File: src/rtl/disp_pkg.sv
// -----------------------------------------------------------------------------
// disp_pkg
// Shared definitions for the multiplexed display scanner:
//   - default separator / blank codes
//   - code-priority result encoding (BLINK_OFF > SEP > LZ > DATA)
//   - clog2 constant function, digit-select polarity helper, priority classifier
// -----------------------------------------------------------------------------
package disp_pkg;

    localparam logic [3:0] DEF_SEP_CODE   = 4'hB;
    localparam logic [3:0] DEF_BLANK_CODE = 4'hF;

    // Outcome of the per-digit priority resolution.
    typedef logic [1:0] res_t;
    localparam res_t RES_BLINK_OFF = 2'd0;
    localparam res_t RES_SEP       = 2'd1;
    localparam res_t RES_LZ        = 2'd2;
    localparam res_t RES_DATA      = 2'd3;

    // Ceiling log2, never less than 1 so that counters always have a bit.
    function automatic int clog2(input int n);
        int r;
        int v;
        r = 0;
        v = n - 1;
        while (v > 0) begin
            r++;
            v = v >> 1;
        end
        return (r == 0) ? 1 : r;
    endfunction

    // Electrical level of one select line for a given logical state.
    function automatic logic sel_level(input logic active_low, input logic asserted);
        return asserted ^ active_low;
    endfunction

    // Highest-priority condition wins.
    function automatic res_t classify(input logic blink_off, input logic sep, input logic lz);
        if (blink_off) return RES_BLINK_OFF;
        if (sep)       return RES_SEP;
        if (lz)        return RES_LZ;
        return RES_DATA;
    endfunction

endpackage

File: src/rtl/disp_scan_mux_if.sv
// -----------------------------------------------------------------------------
// disp_scan_mux_if
// Bundles the scanner's data/control inputs and its display-side outputs.
//   master : drives data_in, load, sep_mask, lz_blank_en, blink_mask,
//            blink_tick, brightness; observes digit_sel, digit_code,
//            digit_idx, frame_start
//   slave  : the scanner's view (directions reversed)
// -----------------------------------------------------------------------------
interface disp_scan_mux_if
    import disp_pkg::*;
#(
    parameter int NUM_DIGITS = 8,
    parameter int NIB_W      = 4,
    parameter int PWM_BITS   = 4
);
    localparam int IDX_W = clog2(NUM_DIGITS);

    logic [NUM_DIGITS*NIB_W-1:0] data_in;
    logic                        load;
    logic [NUM_DIGITS-1:0]       sep_mask;
    logic                        lz_blank_en;
    logic [NUM_DIGITS-1:0]       blink_mask;
    logic                        blink_tick;
    logic [PWM_BITS-1:0]         brightness;

    logic [NUM_DIGITS-1:0]       digit_sel;
    logic [NIB_W-1:0]            digit_code;
    logic [IDX_W-1:0]            digit_idx;
    logic                        frame_start;

    modport master (
        output data_in, load, sep_mask, lz_blank_en, blink_mask, blink_tick, brightness,
        input  digit_sel, digit_code, digit_idx, frame_start
    );

    modport slave (
        input  data_in, load, sep_mask, lz_blank_en, blink_mask, blink_tick, brightness,
        output digit_sel, digit_code, digit_idx, frame_start
    );

endinterface

File: src/rtl/disp_pwm_gen.sv
// -----------------------------------------------------------------------------
// disp_pwm_gen
// Timing base for the scanner: slot prescaler, slot index and free-running
// PWM counter.
//   clk, rst_n   : clock, asynchronous active-low reset
//   idx          : current slot index (0..NUM_DIGITS-1)
//   slot_first   : prescaler == 0 (first cycle of a slot, used as dead cycle)
//   pwm_cnt      : free-running PWM_BITS counter
//   wrap         : combinational, high in the cycle whose edge returns idx to 0
//   frame_pulse  : registered wrap, high while idx==0/prescaler==0 after a
//                  real wrap (never for the first frame after reset)
// -----------------------------------------------------------------------------
module disp_pwm_gen
    import disp_pkg::*;
#(
    parameter int  NUM_DIGITS = 8,
    parameter int  SCAN_DIV   = 1000,
    parameter int  PWM_BITS   = 4,
    localparam int IDX_W      = clog2(NUM_DIGITS)
) (
    input  logic                clk,
    input  logic                rst_n,
    output logic [IDX_W-1:0]    idx,
    output logic                slot_first,
    output logic [PWM_BITS-1:0] pwm_cnt,
    output logic                wrap,
    output logic                frame_pulse
);

    localparam int               PRE_W    = clog2(SCAN_DIV);
    localparam logic [PRE_W-1:0] PRE_LAST = PRE_W'(SCAN_DIV - 1);
    localparam logic [IDX_W-1:0] IDX_LAST = IDX_W'(NUM_DIGITS - 1);

    logic [PRE_W-1:0]    prescaler_reg, prescaler_next;
    logic [IDX_W-1:0]    idx_reg, idx_next;
    logic [PWM_BITS-1:0] pwm_cnt_reg, pwm_cnt_next;
    logic                frame_pulse_reg;
    logic                tc;

    always_comb begin
        tc             = (prescaler_reg == PRE_LAST);
        wrap           = tc && (idx_reg == IDX_LAST);
        prescaler_next = tc ? '0 : prescaler_reg + PRE_W'(1);
        idx_next       = idx_reg;
        if (tc) begin
            idx_next = wrap ? '0 : idx_reg + IDX_W'(1);
        end
        pwm_cnt_next   = pwm_cnt_reg + PWM_BITS'(1);
    end

    always_ff @(posedge clk or negedge rst_n) begin
        if (!rst_n) begin
            prescaler_reg   <= '0;
            idx_reg         <= '0;
            pwm_cnt_reg     <= '0;
            frame_pulse_reg <= 1'b0;
        end else begin
            prescaler_reg   <= prescaler_next;
            idx_reg         <= idx_next;
            pwm_cnt_reg     <= pwm_cnt_next;
            frame_pulse_reg <= wrap;
        end
    end

    assign idx         = idx_reg;
    assign slot_first  = (prescaler_reg == '0);
    assign pwm_cnt     = pwm_cnt_reg;
    assign frame_pulse = frame_pulse_reg;

endmodule

File: src/rtl/disp_scan_mux.sv
// -----------------------------------------------------------------------------
// disp_scan_mux
// Time-multiplexed display scanner. Drives one digit per slot with a one-hot
// select and the matching nibble code for a downstream 7-segment decoder.
// Data is double-buffered (pending -> active at frame wrap) so a frame never
// mixes old and new values. Adds separators, leading-zero blanking, per-digit
// blink, PWM brightness and a dead cycle at the start of each slot.
//   clk, rst_n : clock, asynchronous active-low reset
//   bus        : disp_scan_mux_if.slave
//                in : data_in, load, sep_mask, lz_blank_en, blink_mask,
//                     blink_tick, brightness
//                out: digit_sel, digit_code, digit_idx, frame_start
//                     (all registered, one cycle behind the slot counters)
// -----------------------------------------------------------------------------
module disp_scan_mux
    import disp_pkg::*;
#(
    parameter int               NUM_DIGITS     = 8,
    parameter int               NIB_W          = 4,
    parameter int               SCAN_DIV       = 1000,
    parameter int               PWM_BITS       = 4,
    parameter logic [NIB_W-1:0] SEP_CODE       = NIB_W'(DEF_SEP_CODE),
    parameter logic [NIB_W-1:0] BLANK_CODE     = NIB_W'(DEF_BLANK_CODE),
    parameter bit               SEL_ACTIVE_LOW = 1'b1
) (
    input  logic            clk,
    input  logic            rst_n,
    disp_scan_mux_if.slave  bus
);

    localparam int                    IDX_W    = clog2(NUM_DIGITS);
    localparam int                    DW       = NUM_DIGITS * NIB_W;
    localparam logic [NUM_DIGITS-1:0] SEL_IDLE = {NUM_DIGITS{sel_level(SEL_ACTIVE_LOW, 1'b0)}};

    // Timing base
    logic [IDX_W-1:0]    idx;
    logic                slot_first;
    logic [PWM_BITS-1:0] pwm_cnt;
    logic                wrap;
    logic                frame_pulse;

    disp_pwm_gen #(
        .NUM_DIGITS (NUM_DIGITS),
        .SCAN_DIV   (SCAN_DIV),
        .PWM_BITS   (PWM_BITS)
    ) u_pwm_gen (
        .clk         (clk),
        .rst_n       (rst_n),
        .idx         (idx),
        .slot_first  (slot_first),
        .pwm_cnt     (pwm_cnt),
        .wrap        (wrap),
        .frame_pulse (frame_pulse)
    );

    // Buffers and blink phase
    logic [DW-1:0] pending_reg;
    logic [DW-1:0] active_reg;
    logic          blink_phase_reg;

    always_ff @(posedge clk or negedge rst_n) begin
        if (!rst_n) begin
            pending_reg     <= '0;
            active_reg      <= '0;
            blink_phase_reg <= 1'b0;
        end else begin
            if (bus.load) begin
                pending_reg <= bus.data_in;
            end
            // A load landing on the wrap cycle bypasses pending so the new
            // value is already shown in the frame that is about to start.
            if (wrap) begin
                active_reg <= bus.load ? bus.data_in : pending_reg;
            end
            if (bus.blink_tick) begin
                blink_phase_reg <= ~blink_phase_reg;
            end
        end
    end

    // Per-digit resolution
    logic [NUM_DIGITS-1:0] is_zero;
    logic [NUM_DIGITS-1:0] zero_above;
    logic [NUM_DIGITS-1:0] lz_blank;
    logic [NUM_DIGITS-1:0] shown;
    logic [NIB_W-1:0]      code_arr [NUM_DIGITS];

    // zero_above[i]: every non-separator digit above i holds zero.
    // Separators are transparent to the leading-zero run.
    always_comb begin
        logic run;
        zero_above = '0;
        run        = 1'b1;
        for (int i = NUM_DIGITS - 1; i >= 0; i--) begin
            zero_above[i] = run;
            if (!bus.sep_mask[i] && !is_zero[i]) begin
                run = 1'b0;
            end
        end
    end

    for (genvar gi = 0; gi < NUM_DIGITS; gi++) begin : g_digit
        logic [NIB_W-1:0] nib;
        res_t             res;

        assign nib         = active_reg[gi*NIB_W +: NIB_W];
        assign is_zero[gi] = (nib == '0);

        if (gi == 0) begin : g_lsd
            // The least significant digit always shows, even for a zero value.
            assign lz_blank[gi] = 1'b0;
        end else begin : g_upper
            assign lz_blank[gi] = bus.lz_blank_en & is_zero[gi] & zero_above[gi];
        end

        assign res = classify(blink_phase_reg & bus.blink_mask[gi],
                              bus.sep_mask[gi], lz_blank[gi]);

        assign code_arr[gi] = (res == RES_SEP)  ? SEP_CODE :
                              (res == RES_DATA) ? nib      : BLANK_CODE;
        assign shown[gi]    = (res == RES_SEP) || (res == RES_DATA);
    end

    // Output stage
    logic                  pwm_on;
    logic                  sel_on;
    logic [NIB_W-1:0]      code_next;
    logic [NUM_DIGITS-1:0] digit_sel_next;

    always_comb begin
        pwm_on    = (pwm_cnt < bus.brightness) || (&bus.brightness);
        // Prescaler 0 is a dead cycle so the previous digit's segments can
        // discharge before the next select line is driven.
        sel_on    = pwm_on && !slot_first && shown[idx];
        code_next = code_arr[idx];
    end

    for (genvar gi = 0; gi < NUM_DIGITS; gi++) begin : g_sel
        assign digit_sel_next[gi] = sel_level(SEL_ACTIVE_LOW, sel_on && (idx == IDX_W'(gi)));
    end

    logic [NUM_DIGITS-1:0] digit_sel_reg;
    logic [NIB_W-1:0]      digit_code_reg;
    logic [IDX_W-1:0]      digit_idx_reg;
    logic                  frame_start_reg;

    always_ff @(posedge clk or negedge rst_n) begin
        if (!rst_n) begin
            digit_sel_reg   <= SEL_IDLE;
            digit_code_reg  <= BLANK_CODE;
            digit_idx_reg   <= '0;
            frame_start_reg <= 1'b0;
        end else begin
            digit_sel_reg   <= digit_sel_next;
            digit_code_reg  <= code_next;
            digit_idx_reg   <= idx;
            frame_start_reg <= frame_pulse;
        end
    end

    assign bus.digit_sel   = digit_sel_reg;
    assign bus.digit_code  = digit_code_reg;
    assign bus.digit_idx   = digit_idx_reg;
    assign bus.frame_start = frame_start_reg;

endmodule

File: src/flat_wrapper.sv
// flat-port wrapper written by rule: the top's interface ports become plain ports
module disp_scan_mux_flat import disp_pkg::*;
#(
    parameter int               NUM_DIGITS     = 8,
    parameter int               NIB_W          = 4,
    parameter int               SCAN_DIV       = 1000,
    parameter int               PWM_BITS       = 4,
    parameter logic [NIB_W-1:0] SEP_CODE       = NIB_W'(DEF_SEP_CODE),
    parameter logic [NIB_W-1:0] BLANK_CODE     = NIB_W'(DEF_BLANK_CODE),
    parameter bit               SEL_ACTIVE_LOW = 1'b1
)
  (clk, rst_n, bus_data_in, bus_load, bus_sep_mask, bus_lz_blank_en, bus_blink_mask, bus_blink_tick, bus_brightness, bus_digit_sel, bus_digit_code, bus_digit_idx, bus_frame_start);
  disp_scan_mux_if #(.NUM_DIGITS(NUM_DIGITS), .NIB_W(NIB_W), .PWM_BITS(PWM_BITS)) bus_i ();
  input  logic clk;
  input  logic rst_n;
  input wire logic [$bits(bus_i.data_in)-1:0] bus_data_in;
  input wire logic [$bits(bus_i.load)-1:0] bus_load;
  input wire logic [$bits(bus_i.sep_mask)-1:0] bus_sep_mask;
  input wire logic [$bits(bus_i.lz_blank_en)-1:0] bus_lz_blank_en;
  input wire logic [$bits(bus_i.blink_mask)-1:0] bus_blink_mask;
  input wire logic [$bits(bus_i.blink_tick)-1:0] bus_blink_tick;
  input wire logic [$bits(bus_i.brightness)-1:0] bus_brightness;
  output wire logic [$bits(bus_i.digit_sel)-1:0] bus_digit_sel;
  output wire logic [$bits(bus_i.digit_code)-1:0] bus_digit_code;
  output wire logic [$bits(bus_i.digit_idx)-1:0] bus_digit_idx;
  output wire logic [$bits(bus_i.frame_start)-1:0] bus_frame_start;
  assign bus_i.data_in = bus_data_in;
  assign bus_i.load = bus_load;
  assign bus_i.sep_mask = bus_sep_mask;
  assign bus_i.lz_blank_en = bus_lz_blank_en;
  assign bus_i.blink_mask = bus_blink_mask;
  assign bus_i.blink_tick = bus_blink_tick;
  assign bus_i.brightness = bus_brightness;
  assign bus_digit_sel = bus_i.digit_sel;
  assign bus_digit_code = bus_i.digit_code;
  assign bus_digit_idx = bus_i.digit_idx;
  assign bus_frame_start = bus_i.frame_start;
  disp_scan_mux #(.NUM_DIGITS(NUM_DIGITS), .NIB_W(NIB_W), .SCAN_DIV(SCAN_DIV), .PWM_BITS(PWM_BITS), .SEP_CODE(SEP_CODE), .BLANK_CODE(BLANK_CODE), .SEL_ACTIVE_LOW(SEL_ACTIVE_LOW)) u_core (.clk(clk), .rst_n(rst_n), .bus(bus_i));
endmodule
File: config.mk
export PLATFORM = sky130hd
export DESIGN_NAME = disp_scan_mux_flat
export DESIGN_NICKNAME = d
export VERILOG_FILES = /design/src/rtl/disp_pkg.sv /design/src/rtl/disp_scan_mux_if.sv /design/src/rtl/disp_pwm_gen.sv /design/src/rtl/disp_scan_mux.sv /design/src/flat_wrapper.sv
export SDC_FILE = /design/constraint.sdc
export NUM_CORES = 1
export LEC_CHECK = 0
export BUFFER_PORTS_ARGS = -buffer_cell sky130_fd_sc_hd__buf_2
export CAP_MARGIN = 30
export CORE_MARGIN = 4
export CORE_UTILIZATION = 45
export CTS_CLUSTER_SIZE = 24
export DETAILED_ROUTE_END_ITERATION = 8
export GPL_TIMING_DRIVEN = 0
export PLACE_DENSITY = 0.74
export SETUP_SLACK_MARGIN = 0.05
export SYNTH_ARGS = -nofsm -noshare
export SYNTH_HDL_FRONTEND = slang
export SYNTH_SLANG_ARGS = --single-unit
File: constraint.sdc
create_clock -name clk -period 4.7 [get_ports clk]
set_input_delay 0 -clock clk [delete_from_list [all_inputs] [get_ports clk]]
set_output_delay 0 -clock clk [all_outputs]
set_load 0.02 [all_outputs]
==> results.py, run 1 <==
metrics = {
    "status": {
        "status": "finished, final reports clean",
    },
    "cts": {
        "clk_pin_slew_ps": 90,
        "clk_latency_ps": 370,
        "cts_buffers": 9,
        "cts-root-buf": "clkbuf_8",
        "cts_tree": "yes",
        "clock-sinks": 99,
        "post_cts_buffers": 0,
        "cts_max_level": 3,
        "clock_path_buffers": 2,
    },
    "sta": {
        "tightest_slew_ps": 659.5,
        "fin_tns_setup_ps": 0,
        "fin_crit_sh": 0.5029,
        "hold_ws_ps": 28.96,
        "max_slew_margin": 0.5604,
        "hold_viol": 0,
        "final-setup-viol-count": 0,
        "rsz0062_at_grt": "false",
        "finalClockSkew_ps": 10.74,
        "fin_crit_ps": 2364,
        "max_freq_ghz": 0.4231,
        "slew_viol_final": 0,
    },
    "synth": {
        "ys_seq_area_frac": 0.5513,
        "mappedNetlistNets": 434,
        "syn_area_per_cell_um2": 12.39,
        "synth-seq-cells": 99,
        "synthCells": 365,
        "synthesis.area_um2": 4521,
        "synth_cell_types": 51,
        "yosysTopAreaCellShare": 0.4816,
        "ys.flop_type": "dfrtp_1",
        "yosysWarnings": 0,
        "yosys.area.top_type": "dfrtp_1",
        "synth_most_common_cell": "dfrtp_1",
        "synthTopCellsByCount": "dfrtp_1, mux2_2, nor2_1, inv_1",
        "synth.area.top_cells": "dfrtp_1, mux2_2, dfstp_2, ha_1, nor2_1",
        "synthArstFlopShare": 1.000,
        "synth_edf_count": 0,
    },
    "flow_run": {
        "maxCapViolCount": 0,
    },
    "drt": {
        "first_pass_iters": 5,
        "drt_iter0_drc": 117,
        "drc_errors": 0,
        "wire_per_inst_um": 15.69,
        "viasPerCell": 5.340,
        "wirelength_mm": 9.730,
        "ant_nets": 0,
        "vias": 3311,
    },
    "critical_path": {
        "crit_top_cell": "nand3_1",
        "worst_path_dominant_cell_family": "simple AND/OR/NAND/NOR gates",
        "cp_max_fo": 6,
        "worstPathArrival_ps": 2680,
        "crit_buf_inv": 0,
        "end_kind": "register",
        "critPathSlowestCell": "o41ai_1",
        "crit_chain": "nor4_1, nor2_1, o41ai_1, nand3_1, a21o_1, nand3_1",
        "crit_required_ps": 5010,
        "worstSetupPathType": "register to register",
        "startpoint_type": "register",
        "slowest_delay_ps": 540,
    },
    "floorplanning": {
        "core-area_um2": 9774,
        "dieArea_um2": 11710,
        "num_rows": 36,
        "die_w_um": 108.2,
        "io_pins": 73,
        "start_util": 0.4625,
        "die_h_um": 108.2,
    },
    "final_layout": {
        "diodes": 0,
        "syn_to_final_growth_pct": 23.91,
        "drive_gt1_frac": 0.3573,
        "nNetsFinal": 551,
    },
    "placement": {
        "gp_congestion": 0.8709,
        "portBuffers": 71,
        "place.detailed.hpwl_mm": 7.354,
    },
    "global_routing": {
        "globalRouteOverflowTotal": 0,
        "grt_antenna_before_repair": 0,
        "grt_use_total": 0.1819,
        "grt_pass1_vias": 3277,
        "grt_pass1_wl_mm": 16.50,
        "grt_max_degree": 55,
    },
    "power_and_ir_drop": {
        "leakage_nw": 2.550,
        "powerDensity_nw_per_um2": 304.9,
        "ir_worst_vdd_v": 0.0001741,
    },
    "worst_hold_path": {
        "hp-class": "primary input to register",
    },
}
## placed cells by master, fill, tap and decap left out, types with 2 or more instances in the layout
cell,count
dfrtp_1,87
buf_2,71
mux2_2,64
dlygate4sd3_1,34
nor2_1,23
inv_1,20
nand2_1,14
nand3_1,14
a21oi_1,13
ha_1,12
dfstp_2,12
clkbuf_8,11
o21ai_0,9
clkbuf_1,8
buf_1,6
nor3_1,6
xor2_1,6
o221ai_1,5
nand4_1,5
nor4_1,4
nand2b_1,4
a21o_1,4
a31oi_1,4
xnor2_1,4
o211ai_1,3
o41ai_1,3
o311a_1,3
o311ai_1,3
nor4_4,2
o311ai_2,2
a2111oi_0,2
a211oi_1,2
clkinv_4,2
## worst reg2reg max path, delay by kind of cell (launching register included)
family,cells,cell delay [ps]
AOI/OAI and AO/OA,2,780
DFF,1,410
and+or+nand+nor,4,1120
## final timing paths
path,cells past startpoint,to,slack (ps),from
min,2,u_core.pending_reg[18]$_DFF_PN0_,30,bus_load
max,6,u_core.bus.digit_sel[3]$_DFF_PN1_,2340,u_core.active_reg[21]$_DFFE_PN0P_
min reg2reg,0,u_core.bus.frame_start$_DFF_PN0_,370,u_core.u_pwm_gen.frame_pulse$_DFF_PN0_
max in group asynchronous,3,u_core.bus.digit_code[3]$_DFF_PN1_,3820,rst_n
min in group asynchronous,2,u_core.u_pwm_gen.pwm_cnt[2]$_DFF_PN0_,180,rst_n
max reg2reg,6,u_core.bus.digit_sel[3]$_DFF_PN1_,2340,u_core.active_reg[21]$_DFFE_PN0P_
## layout make-up
class	instances	area, um2
clock inverters	4	33.78
plain buffers	14	53.80
inverters	20	75.07
repair buffers	106	725.7
multi-input cells	232	1899
fillers	837	4173
flip-flops and latches	99	2492
clock buffers	12	155.1
well taps	133	166.4
## logic make-up (layout without fill, tap and decap cells)
kind of cell / after synthesis / in the layout / share of synthesized area
flip-flops: 99 / 99 / 0.5513
AND/OR/NAND/NOR: 84 / 84 / 0.1016
multiplexers: 64 / 64 / 0.1594
AO/OA/AOI/OAI: 62 / 62 / 0.1066
buffers and inverters: 34 / 156 / 0.02851
adder cells (fa/ha/maj): 12 / 12 / 0.03321
XOR/XNOR: 10 / 10 / 0.01937
## power by group
part	internal [mW]	switching [mW]	total, mW
clock network	0.225	0.291	0.517
logic	0.120	0.137	0.257
registers	0.911	0.0233	0.935
## per-layer routing
layer / GRT usage / vias up / share of wire
met2: 0.2837 / 120 / 0.47
met3: 0.04478 / 13 / 0.072
li1: - / 1559 / -
met5: 0 / - / 0
met4: 0.05861 / 0 / 0.018
met1: 0.2510 / 1619 / 0.44
## stage by stage
step | cells | area [um2] | power (mW) | setup slack [ps] | util
finish | 620 | 5602 | 1.708 | 2336 | 0.5731
global route | 620 | 5602 | 1.793 | 2234 | 0.5731
CTS | 620 | 5602 | 1.723 | 2411 | 0.5731
detailed placement | 570 | 5072 | 1.188 | 2454 | 0.5189
global placement | 569 | 5042 | 1.176 | 2466 | 0.5159
floorplan | 365 | 4521 | 1.092 | 2779 | -
## timing repair
item,CTS,global route
hold buffers,34,0
hold endpoints to repair,75,0
resized for setup,0,0
Note: power is estimated with default switching activity, not from simulation.
==> inputs of run 2 (changes only) <==
Settings changed: ABC_AREA set to 1, PLACE_DENSITY 0.74 to 0.76.
Clock period 4.7 ns to 2 ns, I/O delays scaled along.
==> run 2 against run 1 <==
Critical path depth increased by 1. Non-clock buffer count is 6 higher. Clock skew shrank 1.0 ps. Total power increased by 120%. Hold slack improved by 35 ps. Cell area is 4.4% higher. Clock-buffer cell count unchanged. Synthesized area rose by 5.1%. Wire length grew 15%. Sequential share of layout area decreased by 1.9 points. Critical path type unchanged. Largest cell class unchanged. Highest routed layer is now met5.
==> results.py, run 2 <==
metrics = {
    "sta": {
        "finalClockSkew_ps": 9.722,
        "rsz0062_at_grt": "false",
        "max_freq_ghz": 0.5705,
        "hold_ws_ps": 63.70,
        "slew_viol_final": 0,
        "fin_crit_sh": 0.8764,
        "fin_crit_ps": 1753,
        "fin_tns_setup_ps": 0,
        "tightest_slew_ps": 584.2,
        "setup_slack_ps": 247.1,
        "hold_viol": 0,
        "max_slew_margin": 0.6054,
        "final-setup-viol-count": 0,
    },
    "drt": {
        "first_pass_iters": 5,
        "drc_errors": 0,
        "viasPerCell": 4.847,
        "drt_iter0_drc": 192,
        "wire_per_inst_um": 13.30,
        "wirelength_mm": 11.20,
        "vias": 4081,
        "ant_nets": 0,
    },
    "cts": {
        "clk_pin_slew_ps": 90,
        "cts_max_level": 3,
        "cts-root-buf": "clkbuf_8",
        "cts_buffers": 9,
        "cts_tree": "yes",
        "post_cts_buffers": 0,
        "clk_latency_ps": 370,
        "clock_path_buffers": 2,
        "clock-sinks": 99,
    },
    "critical_path": {
        "worstPathArrival_ps": 2010,
        "crit_required_ps": 2250,
        "cp_max_fo": 5,
        "end_kind": "register",
        "worstSetupPathType": "register to register",
        "startpoint_type": "register",
    },
    "global_routing": {
        "grt_pass1_wl_mm": 19.33,
        "globalRouteOverflowTotal": 0,
        "grt_pass1_vias": 4049,
        "grt_antenna_before_repair": 1,
        "grt_max_degree": 61,
        "grt_use_total": 0.1928,
    },
    "floorplanning": {
        "core-area_um2": 10320,
        "die_w_um": 110.8,
        "dieArea_um2": 12270,
        "die_h_um": 110.8,
        "num_rows": 37,
        "start_util": 0.4604,
        "io_pins": 73,
    },
    "worst_hold_path": {
        "hp-class": "primary input to register",
    },
    "synth": {
        "yosysWarnings": 0,
        "synth_edf_count": 0,
        "synthTopCellsByCount": "nand2_1, dfrtp_1, inv_1, nor2_1, a21oi_1",
        "synth.area.top_cells": "dfrtp_1, nand2_1, dfstp_2, inv_1, a21oi_1",
        "synth_most_common_cell": "nand2_1",
        "ys_seq_area_frac": 0.5243,
        "mappedNetlistNets": 651,
        "syn_area_per_cell_um2": 8.167,
        "synth_cell_types": 38,
        "synthCells": 582,
        "synthArstFlopShare": 1.000,
        "ys.flop_type": "dfrtp_1",
        "yosysTopAreaCellShare": 0.4580,
        "yosys.area.top_type": "dfrtp_1",
        "synth-seq-cells": 99,
        "synthesis.area_um2": 4753,
    },
    "final_layout": {
        "drive_gt1_frac": 0.1827,
        "final_common_cell": "nand2_1",
        "stdcell_area_um2": 5851,
        "nNetsFinal": 770,
        "diodes": 0,
        "syn_to_final_growth_pct": 23.08,
        "final_cell_mix": "nand2_1, dfrtp_1, buf_2, inv_1, nor2_1",
        "n_fill_cell": 966,
    },
    "power_and_ir_drop": {
        "ir_worst_vdd_v": 0.0003509,
        "powerDensity_nw_per_um2": 643.0,
        "leakage_nw": 2.882,
        "finalPower_mw": 3.762,
    },
    "placement": {
        "dpl_worst_slack_ps": 241.2,
        "gp_congestion": 0.9558,
        "placed_area_um2": 5309,
        "portBuffers": 71,
        "place.detailed.hpwl_mm": 8.495,
    },
    "flow_run": {
        "maxCapViolCount": 0,
    },
    "status": {
        "status": "finished, final reports clean",
    },
}
run 2: changes by cell type in the layout (fill, tap and decap cells not counted), moves of 7 or more:
cell,before,now
o21ai_2,0,7
nor2_1,23,41
nand3_1,14,29
a21oi_1,13,33
inv_1,20,46
nand2_1,14,234
mux2_2,64,0
o21ai_0,9,20
run 2: final cells by class:
| cell class | instances | area (um2) | area share |
|---|---|---|---|
| Timing Repair Buffer | 108 | 745.7 | 0.1275 |
| Clock inverter | 4 | 25.02 | 0.004277 |
| Clock buffer | 12 | 155.1 | 0.02652 |
| Tap cell | 136 | 170.2 | 0.02908 |
| Sequential cell | 99 | 2494 | 0.4262 |
| Multi-Input combinational cell | 415 | 1958 | 0.3347 |
| Inverter | 50 | 192.7 | 0.03293 |
| Buffer | 18 | 110.1 | 0.01882 |
run 2: per-stage QoR:
| stage | std cells | utilization |
|---|---|---|
| after global routing | 842 | 0.5667 |
| after global placement | 789 | 0.5113 |
| after CTS | 842 | 0.5666 |
| after floorplan | 582 | - |
| after detailed placement | 790 | 0.5142 |
| final | 842 | 0.5667 |
run 2: worst paths after layout:
check                                                                  from                                           to  slack [ps]  cells after the start
max in group asynchronous                                             rst_n             u_core.active_reg[7]$_DFFE_PN0P_        1200                      3
worst min register to register       u_core.u_pwm_gen.frame_pulse$_DFF_PN0_             u_core.bus.frame_start$_DFF_PN0_         360                      0
min in group asynchronous                                             rst_n  u_core.u_pwm_gen.prescaler_reg[8]$_DFF_PN0_         140                      2
worst max register to register  u_core.u_pwm_gen.prescaler_reg[3]$_DFF_PN0_  u_core.u_pwm_gen.prescaler_reg[7]$_DFF_PN0_         250                      7
worst max-delay path            u_core.u_pwm_gen.prescaler_reg[3]$_DFF_PN0_  u_core.u_pwm_gen.prescaler_reg[7]$_DFF_PN0_         250                      7
worst min-delay path                                        bus_sep_mask[2]           u_core.bus.digit_code[2]$_DFF_PN1_          60                      6
run 2: routing by layer:
metal	vias to the layer above	wire length, um	GRT usage
met4	2	176	0.05829
met2	102	5335	0.3192
met3	15	553	0.04312
met5	-	7	0
li1	2091	-	-
met1	1871	5125	0.2534
run 2: kinds of logic (layout without fill, tap and decap cells):
kind of cell,count (synthesis),after routing,synth area share
adder cells (fa/ha/maj),12,12,0.03159
AND/OR/NAND/NOR,329,329,0.2864
XOR/XNOR,4,4,0.007372
flip-flops,99,99,0.5243
AO/OA/AOI/OAI,70,70,0.08661
buffers and inverters,68,192,0.06370
run 2: timing repair:
item                                    CTS  global route
gates resized for setup                   0             1
endpoints found under the hold margin   101             0
endpoints found under the setup margin    0             2
hold buffers                             36             0
run 2: worst max-delay path, cell delays in order (launching register included):
cell and delay [ps]:
dfrtp_1 430, inv_1 130, nor2_1 170, inv_1 80, nor3_1 420, nand2_1 150
o21ai_0 200, a21oi_1 60
run 2: power breakdown:
| part | switching (mW) | internal (mW) | total [mW] |
|---|---|---|---|
| registers | 0.0292 | 2.08 | 2.11 |
| logic | 0.282 | 0.184 | 0.466 |
| clock network | 0.667 | 0.517 | 1.18 |
==> inputs of run 3 (changes only) <==
Settings changed: ABC_AREA 1 to not set.
==> run 3 against run 2 <==
The flow now finishes with violations (setup timing). First-iteration DRC count down 19%. Register-to-register slack worse by 380 ps. Highest routed layer is now met4. Cell area about the same. Flip-flop and latch count unchanged. Global-route usage down 1.5 points. Largest power group unchanged.
==> results.py, run 3 (same netlist as run 1, synthesis figures left out) <==
metrics = {
    "sta": {
        "fin_crit_sh": 1.066,
        "slew_viol_final": 0,
        "setup_slack_ps": -131.8,
        "max_slew_margin": 0.5379,
        "hold_ws_ps": 30.07,
        "tightest_slew_ps": 693.2,
        "max_freq_ghz": 0.4691,
        "rsz0062_at_grt": "true",
        "fin_crit_ps": 2132,
        "finalClockSkew_ps": 9.714,
        "fin_tns_setup_ps": -431.5,
        "hold_viol": 0,
        "final-setup-viol-count": 4,
    },
    "status": {
        "violations": "setup timing",
        "status": "finished, violations left",
    },
    "final_layout": {
        "stdcell_area_um2": 5854,
        "n_fill_cell": 774,
        "final_cell_mix": "dfrtp_1, buf_2, mux2_2, dlygate4sd3_1, nor2_1",
        "drive_gt1_frac": 0.4109,
        "syn_to_final_growth_pct": 29.50,
        "final_common_cell": "dfrtp_1",
        "multiInputGateArea_um2": 2043,
        "nNetsFinal": 558,
        "ff_latch_area_um2": 2492,
        "diodes": 0,
        "final_util": 0.5990,
    },
    "cts": {
        "clock-sinks": 99,
        "clk_latency_ps": 370,
        "cts_tree": "yes",
        "cts_max_level": 3,
        "clock_path_buffers": 2,
        "cts-root-buf": "clkbuf_8",
        "cts_buffers": 9,
        "clk_pin_slew_ps": 100,
    },
    "global_routing": {
        "grt_use_total": 0.1778,
        "globalRouteOverflowTotal": 0,
        "grt_pass1_wl_mm": 16.26,
        "grt_max_degree": 51,
        "grt_pass1_vias": 3326,
        "grt_antenna_before_repair": 0,
    },
    "placement": {
        "placed_area_um2": 5072,
        "portBuffers": 71,
        "gp_congestion": 0.8464,
        "place.detailed.hpwl_mm": 7.202,
    },
    "power_and_ir_drop": {
        "p_int_mw": 3.189,
        "p_switching_mw": 1.077,
        "swShare": 0.2525,
        "comb_power_share": 0.147,
        "ir_worst_vdd_v": 0.0003749,
        "clockPowerShare": 0.330,
        "seqPwrFrac": 0.523,
        "powerDensity_nw_per_um2": 728.6,
        "leakage_nw": 2.663,
    },
    "floorplanning": {
        "die_h_um": 108.2,
        "dieArea_um2": 11710,
        "core-area_um2": 9774,
        "start_util": 0.4625,
        "num_rows": 36,
        "die_w_um": 108.2,
        "io_pins": 73,
    },
    "critical_path": {
        "worstSetupPathType": "register to register",
        "crit_start": "u_core.active_reg[30]$_DFFE_PN0P_",
        "path_depth": 7,
        "slowest_delay_ps": 420,
        "startpoint_type": "register",
        "cp-endpoint": "u_core.bus.digit_code[2]$_DFF_PN1_",
        "crit_chain": "nor4_4, o221ai_4, buf_4, o311ai_4, o221ai_1, a31oi_1, or3_1",
        "cp_max_fo": 7,
        "r2r_slack_ps": -130,
        "end_kind": "register",
        "critPathSlowestCell": "dfrtp_1",
        "r2r_cells": 7,
        "worstPathArrival_ps": 2430,
        "worst_path_dominant_cell_family": "compound AO/OA/AOI/OAI gates",
        "crit_buf_inv": 1,
        "crit_required_ps": 2300,
        "timing.rr.end": "u_core.bus.digit_code[2]$_DFF_PN1_",
        "r2r_start": "u_core.active_reg[30]$_DFFE_PN0P_",
    },
    "drt": {
        "drt_iter0_drc": 155,
        "wire_per_inst_um": 15.52,
        "ant_nets": 0,
        "viasPerCell": 5.223,
        "vias": 3275,
        "first_pass_iters": 4,
        "drc_errors": 0,
        "wirelength_mm": 9.733,
    },
    "flow_run": {
        "maxCapViolCount": 0,
    },
    "worst_hold_path": {
        "hp-class": "primary input to register",
        "worst_hold_startpoint": "bus_load",
    },
}
[run 3: changes by cell type in the layout (fill, tap and decap cells not counted), moves of 9 or more]
cell,before,now
a21oi_1,33,12
buf_4,1,10
inv_1,46,20
mux2_2,0,64
nand2_1,234,13
nand3_1,29,12
nor2_1,41,21
o21ai_0,20,8
[run 3: power groups by stage]
stage | combinational (mW) | clock, mW | sequential (mW)
after floorplan | 0.316 | 0 | 2.25
after global placement | 0.529 | 0 | 2.23
after detailed placement | 0.554 | 0 | 2.24
after CTS | 0.649 | 1.44 | 2.20
after global routing | 0.686 | 1.54 | 2.25
final | 0.626 | 1.41 | 2.23
[run 3: worst min-delay path by stage]
stage | end | slack [ps] | depth (start not counted)
2_1_floorplan | u_core.active_reg[0]$_DFFE_PN0P_ | -300 | 0
3_3_place_gp | u_core.blink_phase_reg$_DFFE_PN0P_ | 210 | 2
3_5_place_dp | u_core.pending_reg[3]$_DFF_PN0_ | 70 | 1
4_1_cts | u_core.pending_reg[18]$_DFF_PN0_ | 20 | 2
5_1_grt | u_core.pending_reg[18]$_DFF_PN0_ | 40 | 2
6_report | u_core.pending_reg[18]$_DFF_PN0_ | 30 | 2
[run 3: stage by stage]
| stage | setup slack (ps) | instances | power, mW |
|---|---|---|---|
| after floorplan | 78.62 | 365 | 2.566 |
| after global placement | -232.5 | 569 | 2.761 |
| after detailed placement | -241.8 | 570 | 2.793 |
| after CTS | -119.0 | 623 | 4.288 |
| after global routing | -193.7 | 627 | 4.476 |
| final | -131.8 | 627 | 4.266 |
[run 3: layout make-up]
cell class,instances,area share
clock inverter,6,0.01517
clock buffer,10,0.02351
multi-input combinational,232,0.3490
timing repair buffer,114,0.1342
inverter,20,0.01282
sequential,99,0.4257
buffer,13,0.01111
tap,133,0.02842
[run 3: metal layers]
layer,vias to the layer above,global-route usage,part of all wire
li1,1572,-,-
met1,1595,0.2532,0.47
met2,92,0.2722,0.46
met3,16,0.03821,0.053
met4,0,0.05771,0.016
met5,-,0,0
[run 3: what timing repair did]
| item | in CTS | in global routing |
|---|---|---|
| endpoints found under the setup margin | 41 | 42 |
| hold endpoints to repair | 81 | 0 |
| hold buffers | 34 | 0 |
| gates cloned | 0 | 0 |
| gates resized for setup | 19 | 15 |
| pin swaps | 10 | 9 |
| buffers inserted | 3 | 5 |
